$ cat src/rtl/usb2_ep_in_packer.sv
// Byte stream to IN endpoint packet packer: fills the endpoint buffer, commits full/short packets.
// Optional zero-length packet after an s_last-terminated full packet: define USB2_PACKER_ZLP_EN.
module usb2_ep_in_packer #(
    parameter int unsigned MAX_PKT       = 512,
    parameter int unsigned FLUSH_TIMEOUT = 60000
) (
    input  logic        ext_clk,
    input  logic        reset,
    input  logic [7:0]  s_data,
    input  logic        s_valid,
    input  logic        s_last,
    output logic        s_ready,
    output logic [8:0]  buf_in_addr,
    output logic [7:0]  buf_in_data,
    output logic        buf_in_wren,
    input  logic        buf_in_ready,
    output logic        buf_in_commit,
    output logic [9:0]  buf_in_commit_len,
    input  logic        buf_in_commit_ack,
    output logic [15:0] stat_pkt_count,
    output logic        stat_busy
);

    typedef enum logic [2:0] {
        IDLE,
        FILL,
        DRAIN,
        COMMIT,
        RELEASE
    } state_t;

    localparam int unsigned   TW      = (FLUSH_TIMEOUT > 1) ? $clog2(FLUSH_TIMEOUT) : 1;
    localparam logic [TW-1:0] T_LAST  = TW'((FLUSH_TIMEOUT > 0) ? FLUSH_TIMEOUT - 1 : 0);
    localparam logic [9:0]    PKT_LEN = 10'(MAX_PKT);
    localparam logic          T_EN    = (FLUSH_TIMEOUT != 0);

    state_t        state, state_nx;
    logic [9:0]    count;
    logic [TW-1:0] timer;
    logic          accept;
    logic          full_hit;
    logic          timeout_hit;
    logic          zlp_go;
    logic          fill_exit;

    assign accept      = (state == FILL) && s_valid;
    assign full_hit    = (count + 10'd1) == PKT_LEN;
    assign timeout_hit = T_EN && (state == FILL) && (count != 10'd0) && !s_valid && (timer == T_LAST);
    assign fill_exit   = (state == FILL) && (state_nx == DRAIN);

    assign s_ready       = (state == FILL);
    // Gated by reset so an aborted commit disappears in the reset cycle itself.
    assign buf_in_commit = (state == COMMIT) && !reset;
    assign stat_busy     = (state != IDLE);

`ifdef USB2_PACKER_ZLP_EN
    logic zlp_pending;

    always_ff @(posedge ext_clk) begin
        if (reset) begin
            zlp_pending <= 1'b0;
        end else if (fill_exit) begin
            zlp_pending <= accept && s_last && full_hit;
        end else if ((state == IDLE) && (state_nx == COMMIT)) begin
            zlp_pending <= 1'b0;
        end
    end

    assign zlp_go = zlp_pending;
`else
    assign zlp_go = 1'b0;
`endif

    always_comb begin
        state_nx = state;
        case (state)
            IDLE:    if (buf_in_ready) state_nx = zlp_go ? COMMIT : FILL;
            FILL:    if ((accept && (full_hit || s_last)) || timeout_hit) state_nx = DRAIN;
            DRAIN:   state_nx = COMMIT;
            COMMIT:  if (buf_in_commit_ack) state_nx = RELEASE;
            RELEASE: if (!buf_in_commit_ack) state_nx = IDLE;
            default: state_nx = IDLE;
        endcase
    end

    always_ff @(posedge ext_clk) begin
        if (reset) begin
            state             <= IDLE;
            count             <= '0;
            timer             <= '0;
            buf_in_addr       <= '0;
            buf_in_data       <= '0;
            buf_in_wren       <= 1'b0;
            buf_in_commit_len <= '0;
            stat_pkt_count    <= '0;
        end else begin
            state       <= state_nx;
            buf_in_wren <= accept;
            if (accept) begin
                buf_in_addr <= count[8:0];
                buf_in_data <= s_data;
                count       <= count + 10'd1;
            end
            if (fill_exit) begin
                buf_in_commit_len <= accept ? count + 10'd1 : count;
            end else if ((state == IDLE) && (state_nx == COMMIT)) begin
                buf_in_commit_len <= '0;
            end
            if ((state == COMMIT) && (state_nx == RELEASE)) begin
                count          <= '0;
                stat_pkt_count <= stat_pkt_count + 16'd1;
            end
            // Idle timer only counts while a partial packet is waiting for more bytes.
            if ((state == FILL) && (count != 10'd0) && !accept && !timeout_hit) begin
                timer <= timer + 1'b1;
            end else begin
                timer <= '0;
            end
        end
    end

endmodule

$ cat config.mk
export PLATFORM = sky130hd
export DESIGN_NAME = usb2_ep_in_packer
export DESIGN_NICKNAME = d
export VERILOG_FILES = /design/src/rtl/usb2_ep_in_packer.sv
export SDC_FILE = /design/constraint.sdc
export NUM_CORES = 1
export LEC_CHECK = 0
export CORE_UTILIZATION = 46
export CTS_CLUSTER_DIAMETER = 100
export DETAILED_ROUTE_END_ITERATION = 10
export HOLD_SLACK_MARGIN = 0.05
export PLACE_DENSITY = 0.75
export SYNTH_ARGS = -nofsm -noshare
export SYNTH_HDL_FRONTEND = slang
export SYNTH_SLANG_ARGS = --single-unit
export TNS_END_PERCENT = 5
$ cat constraint.sdc
create_clock -name ext_clk -period 1.96 [get_ports ext_clk]
set_input_delay 0.392 -clock ext_clk [delete_from_list [all_inputs] [get_ports ext_clk]]
set_output_delay 0.392 -clock ext_clk [all_outputs]
set_load 0.01 [all_outputs]
; ---- Word-level counts from Yosys, hierarchy flattened
; Index checks and enable logic that the tools add are counted.
[classes]
reduce_logical = 23
bitwise = 1
n_addsub = 3
eq_ne = 9
mux = 8
[ops]
columns = op, n
row1 = $add A16 B1 Y16 const B, 2
row2 = $mux W10, 3
row3 = $eq A16 B16 Y1 const B, 1
row4 = $pmux W3 S5, 1
row5 = $eq A3 B2 Y1 const B, 4
row6 = $mux W3, 4
row7 = $logic_and A1 B1 Y1, 11
row8 = $add A10 B1 Y10 const B, 1
row9 = $eq A10 B10 Y1 const B, 1
row10 = $reduce_bool A10 Y1, 1
row11 = $eq A3 B3 Y1 const B, 2
row12 = $logic_not A1 Y1, 4
row13 = $reduce_or A2 Y1, 2
row14 = $eq A3 B1 Y1 const B, 1
row15 = $logic_not A3 Y1, 1
row16 = $reduce_bool A3 Y1, 1
row17 = $logic_or A1 B1 Y1, 2
row18 = $reduce_bool A2 Y1, 1
row19 = $not A1 Y1, 1
[word_totals]
out_inout_bits = 47
ff_bits = 73
in_bits = 14

; ---- Depth between registers and ports, before layout
; Gate-level depths: netlist of the first run.
[logic_depth]
ltp_word = 11
depth_mapped = 7
ltp_nobuf = 6

; ---- Worst setup path after synthesis of the first run
; Ideal clock, no wire load.
[synth_path]
path_kind = flip-flop to flip-flop
from = register state[0]
to = register timer[7]
path_stages_with_launch = 7
t_arrival_ns = 1.804
setup_ns = 0.064
t_required_ns = 1.896
period_less_slack_ns = 1.868
slack_ns = 0.092
cell_sequence = dfxtp_1 -> or3b_1 -> a311o_1 -> or3b_1 -> buf_2 -> buf_6 -> nor2_1
[synth_between]
elab_chain_cells = 8
[synth_rtl]
columns = item, line_no
row1 = from (decl), 37  ; state_t state, state_nx;
row2 = from (signal assigned), 97  ; state <= state_nx;
row3 = $eq A3 B1 Y1 *, "46, 48, 114"
row4 = $logic_and A1 B1 Y1, "48, 114"
row5 = $logic_and A1 B1 Y1 (2 in series), 48  ; assign timeout_hit = T_EN && (state == FILL) && (count != 10'd0) && !s_valid && (timer == T_LAST);
row6 = $logic_not A1 Y1, 114  ; if ((state == FILL) && (count != 10'd0) && !accept && !timeout_hit) begin
row7 = $logic_and A1 B1 Y1 *, 114
row8 = $not A1 Y1 (no line) *, --
row9 = $reduce_or A2 Y1 (no line) *, --
row10 = to (signal assigned), 115  ; timer <= timer + 1'b1;
row11 = to (decl), 39  ; logic [TW-1:0] timer;
; Mark *: on every way between the ends. The rest lies on a longest branch, timed or not.
; A chain may end at the register's enable or synchronous reset.

; ---- Final worst setup path of the first run
[layout_path]
from = register state[1]
to = output stat_busy
[layout_between]
elab_chain_cells = 1
[layout_rtl]
columns = item, line_no
row1 = $reduce_bool A3 Y1, 54  ; assign stat_busy = (state != IDLE);
row2 = to (decl), 21  ; output logic stat_busy
; Every way passes these cells.

==> key figures, run 1 <==
Status
  • Status: complete, but fails checks
  • Violated checks: DRC

Clocking
  • Clock Sinks: 73
  • CTS root buf: clkbuf_8
  • Clock Pin Slew Worst Setup and Hold Paths: ~70 ps
  • CTS tree: built
  • CTS buffer count: 9
  • Worst skew pair latency: roughly 340 ps
  • Htree depth: 3
  • Cts hold-fix bufs: 0
  • CTS Buffer Depth: 2

GRT
  • Global-route usage over all layers: 0.213
  • First-pass GRT wire length: ~12 mm
  • Antenna violations before repair: 0
  • Largest net degree at the start of global routing: 28
  • Vias in the first global route: 2563
  • Grt ovf: 0

Die
  • Die Wd: ~84 µm
  • Initial Util: 0.482
  • Die Area: slightly above 7000 µm²
  • Site Rows: 29
  • Die height: around 84 µm
  • # IOs: 61
  • Core area: 6420 µm²

Synthesis
  • FFs w/ async S/R, synth: 0
  • Yosys warns: 0
  • Post-Syn Area: approximately 3100 µm²
  • #FFs+latches synth: 73
  • Most frequent cell after synthesis: dfxtp_1
  • Main synth FF type: dfxtp_1
  • Register area share after synthesis: 0.472
  • Post-Syn Area per Cell: 8.50 µm²
  • Commonest cells in the netlist: dfxtp_1 (73), nand2_1 (49), nor2_1 (43), a21oi_1 (30), a211oi_1 (20)
  • Syn Nets: between 300 and 400
  • Synth area leaders: dfxtp_1 (47%), nand2_1 (5.9%), nor2_1 (5.2%), a211oi_1 (4.9%), a21oi_1 (4.9%)
  • Cell variety after synth: 41
  • Yosys top cell by area: dfxtp_1
  • Mapped Cells: between 300 and 400
  • Yosys top cell area share: 0.472
  • EDFF count, synth: 0

Timing
  • RSZ-0062 raised after global routing: no
  • Max-slew violations: 0
  • Final cycle utilization of the critical path: 0.945
  • TNS Setup: 0 ps
  • Peak Freq: 540 MHz
  • Final Skew: between 8 and 9 ps
  • Slew @ Worst Pin: 359 ps
  • Slew HR: 0.760
  • Final worst path period need: around 1900 ps
  • PnR worst setup slack: ~110 ps
  • Final hold violation count: 0
  • Count of endpoints failing setup in the final report: 0

Placement
  • Dpl ws: -214 ps
  • Dpl hpwl: a little under 5 mm
  • GPL Wtd Cong: 0.784
  • Port bufs: 60

Critical path
  • CP max-delay cell: or3_1
  • RR Endpoint: buf_in_commit_len[6]
  • WP buf/inv: 2
  • Worst R2R Setup Slack: 110 ps
  • Critical Path Max Stage Delay: between 300 and 400 ps
  • Crit. End Element: primary output
  • Critical path data arrival time: approximately 1500 ps
  • Reg2reg path depth: 7
  • Worst path required time: approximately 1600 ps
  • Worst R2R Start: timer[0]
  • CP Launch Type: flop
  • Critical path's top delay family: buffers and inverters
  • Crit-path cells: buf_4 > or3_1 > dlygate4sd2_1
  • Max Fanout on Critical Path: 6
  • Crit Path Category: flop to primary output

Route
  • Drt first pass iters: 8
  • 1st-iter DRT viols: 187
  • ANT nets after route: 0
  • Drt wl/cell: around 14 µm
  • Via count: about 2800
  • Vias per inst: approximately 5.3
  • Drc violations: 18
  • Routed WL: approximately 7 mm

Hold path
  • Worst hold-check path type: flop to flop
  • Hold-critical path depth: 2
  • WHS Endpoint: buf_in_addr[5]
  • Hold Crit Start: buf_in_addr[5]

Pwr
  • VDD IR-drop max: approximately 0.00038 V
  • Static Leak: between 0.001 and 0.0015 µW
  • Power Density: between 700 and 800 nW/µm²

Final layout
  • Area growth, synth to finish: 34.8%
  • Share of cells above drive strength 1: 0.100
  • Antenna diodes: 0
  • Final net count: 453

Run
  • Max Cap Violations: 0
-- how the worst max path moves through the flow --
stage                        start              endpoint  slack [ps]  cells after the start
after floorplan           state[0]              timer[7]          90                      6
after global placement     s_valid  buf_in_commit_len[6]        -200                      6
after detailed placement   s_valid  buf_in_commit_len[6]        -210                      6
after CTS                 state[0]  buf_in_commit_len[2]          20                      6
after global routing      count[3]  buf_in_commit_len[2]          10                      7
final                     state[1]             stat_busy         110                      3
-- where the power goes --
| part | internal [µW] | leakage [µW] | total [µW] | switching (µW) |
|---|---|---|---|---|
| clock network | 1040 | 0.000140 | 1580 | 542 |
| registers | 1510 | 0.000590 | 1520 | 14.7 |
| logic | 111 | 0.000729 | 215 | 104 |
-- layout by cell type, fill, tap and decap left out, types with 2 or more instances in the layout --
cell,n
xnor2_1,14
nor4bb_1,2
or3_1,9
dfxtp_1,73
nor4_1,2
nand2_1,49
dlygate4sd2_1,3
a211oi_1,20
nor2_1,43
o21ai_0,8
or3b_1,2
bufinv_16,4
nor3_1,7
clkbuf_8,11
clkdlybuf4s50_1,57
xor2_1,17
buf_4,21
and3_1,3
and3b_1,2
a21o_1,2
and4_1,3
nand3_1,14
ha_1,4
a21oi_1,30
nand4_1,9
inv_1,9
a21boi_0,2
-- flip-flops by register name, summed over array words and instances (netlist names) --
signal / count
buf_in_commit_len: 10
buf_in_wren: 1
stat_pkt_count: 16
state: 3
count: 10
timer: 16
buf_in_addr: 9
buf_in_data: 8
-- per-stage QoR --
step | hold slack, ps | utilization | power (µW) | cells | area [µm²]
global route | 478 | 0.650 | 3450 | 517 | 4170
floorplan | 430 | - | 1650 | 364 | 3100
global placement | 441 | 0.606 | 1770 | 501 | 3890
finish | 455 | 0.650 | 3320 | 517 | 4170
detailed placement | 447 | 0.606 | 1770 | 501 | 3890
CTS | 457 | 0.648 | 3340 | 517 | 4160
-- metal layers --
| metal | vias to the layer above | share of wire | track usage |
|---|---|---|---|
| li1 | 1397 | - | - |
| met2 | 73 | 0.46 | 0.344 |
| met4 | 0 | 0.018 | 0.0784 |
| met3 | 11 | 0.061 | 0.0514 |
| met1 | 1272 | 0.46 | 0.276 |
| met5 | - | 0 | 0 |
-- area by class of cell --
| type | instances | area (µm²) |
|---|---|---|
| repair buffers | 83 | 786 |
| multi-input cells | 259 | 1520 |
| clock inverters | 5 | 125 |
| inverters | 9 | 33.8 |
| fillers | 562 | 2250 |
| flip-flops and latches | 73 | 1460 |
| clock buffers | 11 | 151 |
| well taps | 77 | 96.3 |
-- kinds of logic after synthesis --
logic type / Yosys count / share of synthesized area
AND/OR/NAND/NOR: 155 / 0.243
flip-flops: 73 / 0.472
AO/OA/AOI/OAI: 68 / 0.135
buffers and inverters: 32 / 0.0436
XOR/XNOR: 31 / 0.0877
adder cells (fa/ha/maj): 4 / 0.0162
multiplexers: 1 / 0.00323
-- worst register-to-register path, stage by stage, from the launching register on --
cell	delay, ps
dfxtp_1	370
ha_1	220
and4_1	280
nand4_1	200
o21ai_2	220
buf_6	180
a211oi_1	60
a211oi_1	230
-- repair_timing --
action	CTS	global route
pin swaps	0	1
setup buffers	0	0
resized for setup	3	4
endpoints found under the setup margin	3	10
(Power assumes the default switching activity.)
==> inputs of run 2 (changes only) <==
CORE_MARGIN = 1.5   (was default)
==> run 2 against run 1 <==
  * The flow still finishes with violations (DRC)
  * Clock power shrank 23%
  * Fmax down 0.72%
  * Cell count is 0.39% lower
  * Routed wire length down 0.13%
  * Register-to-register slack about the same
  * Combinational power barely moved
  * Via count decreased by 0.65%
  * Utilization shrank 1.0 points
  * Critical endpoint is now buf_in_commit_len[8]
==> key figures, run 2 (synthesis results as in run 1) <==
Status
  • Status: complete, but fails checks
  • Violated checks: DRC

Final layout
  • Filler Cell Count: approximately 570
  • Most frequent cells in the layout: dfxtp_1 (73), clkdlybuf4s50_1 (57), nand2_1 (49)
  • Fin util: 0.640
  • Final net count: between 400 and 500
  • Fin area: 4110 µm²
  • Most common cell after layout, fill and taps aside: dfxtp_1
  • Biggest regs: stat_pkt_count (16), timer (16)
  • Antenna diodes: 0
  • Area growth, synth to finish: 32.7%
  • Share of cells above drive strength 1: 0.103

Timing
  • Peak Freq: ~540 MHz
  • Final hold violation count: 0
  • Final worst path period need: ~1900 ps
  • Final Skew: 8.60 ps
  • Count of endpoints failing setup in the final report: 0
  • Fin Hold WS: between 400 and 500 ps
  • Final cycle utilization of the critical path: 0.952
  • PnR worst setup slack: approximately 95 ps
  • Max-slew violations: 0
  • TNS Setup: 0 ps
  • Slew HR: 0.672
  • Slew @ Worst Pin: 491 ps

Placement
  • Placed inst area: about 3900 µm²
  • Port bufs: 60
  • GPL Wtd Cong: 0.810
  • Dpl hpwl: around 4.9 mm
  • Dpl ws: -237 ps

Critical path
  • Worst path required time: between 2000 and 2500 ps
  • Max Fanout on Critical Path: 5
  • Worst R2R Setup Slack: approximately 95 ps
  • RR Endpoint: buf_in_commit_len[8]
  • Crit. End Element: flop
  • Crit-path cells: or3b_1 > a311o_1 > o21ai_2 > buf_2 > a211oi_1 > a211oi_1
  • CP dominant cell by count: a211oi_1
  • Critical Path Max Stage Delay: ~420 ps
  • CP Launch Type: flop
  • Reg2reg path depth: 6
  • Worst Setup SP: state[1]
  • Worst R2R Start: state[1]
  • CP max-delay cell: or3b_1
  • Critical path data arrival time: between 2000 and 2500 ps
  • Crit Path Category: flop to flop
  • Worst Setup EP: buf_in_commit_len[8]

Clocking
  • Clock Pin Slew Worst Setup and Hold Paths: around 80 ps
  • Worst skew pair latency: 330 ps
  • CTS Buffer Depth: 2
  • CTS tree: built
  • CTS buffer count: 9
  • Clock Sinks: 73
  • CTS root buf: clkbuf_8
  • Htree depth: 3

Pwr
  • Reg power frac: 0.514
  • VDD IR-drop max: ~0.00043 V
  • Static Leak: 0.00143 µW
  • Clock power frac: 0.413
  • Psw: around 640 µW
  • Comb pwr share: 0.073
  • Sw frac: 0.217
  • Internal power: 2320 µW
  • Power Density: 720 nW/µm²

Route
  • Routed WL: approximately 7 mm
  • ANT nets after route: 0
  • Drt wl/cell: roughly 14 µm
  • Drc violations: 10
  • Via count: between 2000 and 3000
  • Drt first pass iters: 8
  • 1st-iter DRT viols: roughly 170
  • Vias per inst: roughly 5.3

Die
  • Die Area: a little over 7000 µm²
  • Initial Util: 0.482
  • Die Wd: between 80 and 90 µm
  • Site Rows: 29
  • # IOs: 61
  • Die height: between 80 and 90 µm
  • Core area: between 6000 and 7000 µm²

Hold path
  • Hold Crit Start: buf_in_addr[8]
  • Worst hold-check path type: flop to flop

GRT
  • Vias in the first global route: 2558
  • Global-route usage over all layers: 0.201
  • Grt ovf: 0
  • Antenna violations before repair: 0
  • Met1 GRT Util: 0.268
  • Met3 Use GR: 0.0389
  • GR Util met2: 0.320
  • First-pass GRT wire length: approximately 12 mm
  • Busiest grt layer: met2
  • Largest net degree at the start of global routing: 48

Run
  • Max Cap Violations: 0
[run 2: changes by cell type in the layout (fill, tap and decap cells not counted), moves of 2 or more]
cell	delta
nor4_1	-2
bufinv_16	-2
clkbuf_8	-2
nor4_2	+2
[run 2: per-stage QoR]
step           power [µW]  instances
5_1_grt              3060        515
3_5_place_dp         1770        499
2_1_floorplan        1650        364
4_1_cts              2970        513
3_3_place_gp         1770        499
6_report             2960        515
[run 2: final cells by class]
type / count / area (µm²) / share of cell area
well taps: 77 / 96.3 / 0.0235
flip-flops and latches: 73 / 1460 / 0.356
inverters: 9 / 33.8 / 0.00822
repair buffers: 83 / 779 / 0.190
clock inverters: 4 / 70.1 / 0.0171
multi-input cells: 259 / 1540 / 0.375
clock buffers: 10 / 128 / 0.0311
[run 2: worst min path at each step]
| stage | end | slack, ps | cells after the start |
|---|---|---|---|
| finish | buf_in_addr[8] | 450 | 2 |
| floorplan | timer[0] | 430 | 1 |
| global placement | buf_in_data[7] | 440 | 2 |
| global route | buf_in_data[3] | 480 | 2 |
| detailed placement | buf_in_addr[3] | 450 | 2 |
| CTS | buf_in_addr[8] | 460 | 2 |
[run 2: critical path, delay by kind of cell (launching register included)]
| family | cells | cell delay (ps) |
|---|---|---|
| compound gates | 4 | 850 |
| buf+inv | 1 | 210 |
| simple gates | 1 | 420 |
| flops | 1 | 310 |
[run 2: repair_timing]
| item | in CTS | in global routing |
|---|---|---|
| pin swaps | 0 | 2 |
| gates cloned | 0 | 1 |
| hold buffers | 0 | 0 |
| endpoints found under the setup margin | 3 | 6 |
| buffers inserted | 0 | 1 |
| gates resized for setup | 3 | 8 |
[run 2: power by group through the flow]
stage	Sequential, µW	Clock, µW	Combinational (µW)
final	1520	1220	215
after detailed placement	1550	0	217
after global routing	1520	1300	235
after CTS	1520	1240	214
after floorplan	1560	0	88.4
after global placement	1550	0	213
[run 2: layer usage]
metal,up-vias,part of all wire
met5,-,0
met4,0,0.010
met3,5,0.039
met2,49,0.46
met1,1287,0.49
li1,1394,-
==> inputs of run 3 (changes only) <==
==> constraint.sdc (replaced) <==
create_clock -name ext_clk -period 1.96 [get_ports ext_clk]
set_input_delay 0.392 -clock ext_clk [delete_from_list [all_inputs] [get_ports ext_clk]]
set_output_delay 0.392 -clock ext_clk [all_outputs]
set_load 0.1 [all_outputs]
==> run 3 against run 2 <==
  * Die area unchanged
  * The run still ends with DRC left
  * Via count down 0.26%
  * Critical endpoint is now buf_in_commit_len[6]
  * Sequential share of layout area up 0.087 points
  * Utilization down 0.16 points
  * Count of clock-buffer cells in the layout up 2
  * Non-clock buffer count up 1
  * Clock skew down 1.2 ps
  * Clock power up 9.8%
  * Global-route usage up 0.48 points
==> key figures, run 3 (synthesis results as in run 1) <==
GRT
  • Antenna violations before repair: 0
  • Largest net degree at the start of global routing: 34
  • Grt ovf: 0
  • Vias in the first global route: approximately 2500
  • Global-route usage over all layers: 0.206
  • First-pass GRT wire length: about 12 mm

Timing
  • Slew HR: 0.748
  • Count of endpoints failing setup in the final report: 0
  • Fin Hold WS: ~450 ps
  • Final Skew: approximately 7.4 ps
  • Peak Freq: approximately 540 MHz
  • Slew @ Worst Pin: roughly 380 ps
  • PnR worst setup slack: 108 ps
  • Final worst path period need: ~1900 ps
  • RSZ-0062 raised after global routing: yes
  • Final cycle utilization of the critical path: 0.945
  • Final hold violation count: 0
  • Max-slew violations: 0

Clocking
  • Worst skew pair latency: ~340 ps
  • Clock Pin Slew Worst Setup and Hold Paths: ~80 ps
  • CTS root buf: clkbuf_8
  • CTS tree: built
  • CTS buffer count: 9
  • CTS Buffer Depth: 2
  • Clock Sinks: between 70 and 80
  • Htree depth: 3

Critical path
  • Critical path data arrival time: roughly 2100 ps
  • Reg2reg path depth: 5
  • CP max-delay cell: clkdlybuf4s50_1
  • Worst R2R Start: state[1]
  • Worst Setup SP: s_valid
  • Crit-path cells: clkdlybuf4s50_1 > nor4bb_4 > and3_2 > nand4_1 > xor2_1 > a211oi_1
  • Worst path depth: 6
  • CP Launch Type: input port
  • Worst path required time: roughly 2200 ps
  • WP buf/inv: 1
  • Critical path's top delay family: simple AND/OR/NAND/NOR gates
  • Crit Path Category: input port to flop
  • Crit. End Element: flop
  • Max Fanout on Critical Path: 7
  • Critical Path Max Stage Delay: approximately 480 ps

Die
  • # IOs: between 60 and 70
  • Initial Util: 0.482
  • Die Wd: roughly 85 µm
  • Die height: roughly 85 µm
  • Site Rows: 29
  • Die Area: approximately 7200 µm²
  • Core area: between 6000 and 7000 µm²

Route
  • 1st-iter DRT viols: 130
  • ANT nets after route: 0
  • Vias per inst: roughly 5.3
  • Drt first pass iters: 7
  • Drt wl/cell: 13.5 µm
  • Via count: between 2000 and 3000
  • Routed WL: roughly 7 mm
  • Drc violations: 9

Pwr
  • VDD IR-drop max: ~0.00040 V
  • Power Density: 791 nW/µm²
  • Static Leak: between 0.0015 and 0.002 µW

Run
  • Max Cap Violations: 0

Final layout
  • Area growth, synth to finish: 32.4%
  • Most frequent cells in the layout: dfxtp_1 (73), buf_4 (64), nand2_1 (49)
  • Share of cells above drive strength 1: 0.218
  • Fin area: roughly 4100 µm²
  • Antenna diodes: 0
  • Fin util: 0.638
  • Final net count: 454
  • Most common cell after layout, fill and taps aside: dfxtp_1
  • Filler Cell Count: approximately 550
  • Biggest regs: stat_pkt_count (16), timer (16)
  • Final cell count without fillers: 518

Hold path
  • Worst hold-check path type: input port to flop
  • Hold-critical path depth: 2
  • Hold Crit Start: reset

Status
  • Status: complete, but fails checks
  • Violated checks: DRC

Placement
  • Port bufs: 60
  • GPL Wtd Cong: between 0.8 and 0.9
  • Cells after DPL: between 500 and 600
  • Dpl ws: -285 ps
  • Placed inst area: approximately 3900 µm²
  • Dpl hpwl: about 5.1 mm
-- run 3: cell types whose count changed in the layout (fill, tap and decap cells not counted), moves of 2 or more --
| cell | before | now |
|---|---|---|
| clkdlybuf4s50_1 | 57 | 12 |
| clkinv_2 | 2 | 0 |
| nor4_2 | 2 | 0 |
| dlygate4sd2_1 | 3 | 0 |
| nor4_1 | 0 | 2 |
| buf_12 | 1 | 6 |
| clkinvlp_4 | 0 | 3 |
| buf_4 | 21 | 64 |
| clkbuf_8 | 9 | 11 |
-- run 3: path summary, 6_finish.rpt --
kind / endpoint / slack [ps]
setup / recovery: buf_in_commit_len[6] / 110
hold / removal: stat_pkt_count[5] / 450
setup reg to reg: timer[12] / 120
hold reg to reg: buf_in_addr[5] / 450
-- run 3: report_power, final --
group	switching [µW]	total [µW]	internal (µW)
clock	550	1340	787
combinational	266	385	119
sequential	15.3	1520	1510
total	831	3240	2410
-- run 3: what timing repair did --
action,4_1_cts,5_1_grt
setup endpoints to repair,0,10
resized for setup,0,6
hold buffers,0,0
setup buffers,0,0
-- run 3: cell type report --
class / count / area, µm² / share of cell area
Clock buffer: 12 / 155 / 0.0379
Timing Repair Buffer: 84 / 737 / 0.180
Tap cell: 77 / 96.3 / 0.0235
Inverter: 9 / 37.5 / 0.00916
Sequential cell: 73 / 1460 / 0.357
Clock inverter: 4 / 75.1 / 0.0183
Multi-Input combinational cell: 259 / 1540 / 0.375
-- run 3: worst register-to-register path, cell delays in order (launching register included) --
cell,delay [ps]
dfxtp_1,310
or3b_1,390
a311o_1,370
or3b_1,360
buf_4,200
a21oi_1,140
-- run 3: metrics by stage --
step | power, µW | setup TNS, ps
2_1_floorplan | 1810 | -2290
3_3_place_gp | 1940 | -2710
3_5_place_dp | 1940 | -3790
4_1_cts | 3280 | 0
5_1_grt | 3370 | -15.4
6_report | 3240 | 0
-- run 3: layer usage --
metal	track usage	wire (µm)	vias up
met1	0.280	3400	1255
li1	-	-	1403
met3	0.0486	378	12
met2	0.314	3130	58
met4	0.0864	100	0
met5	0	0	-
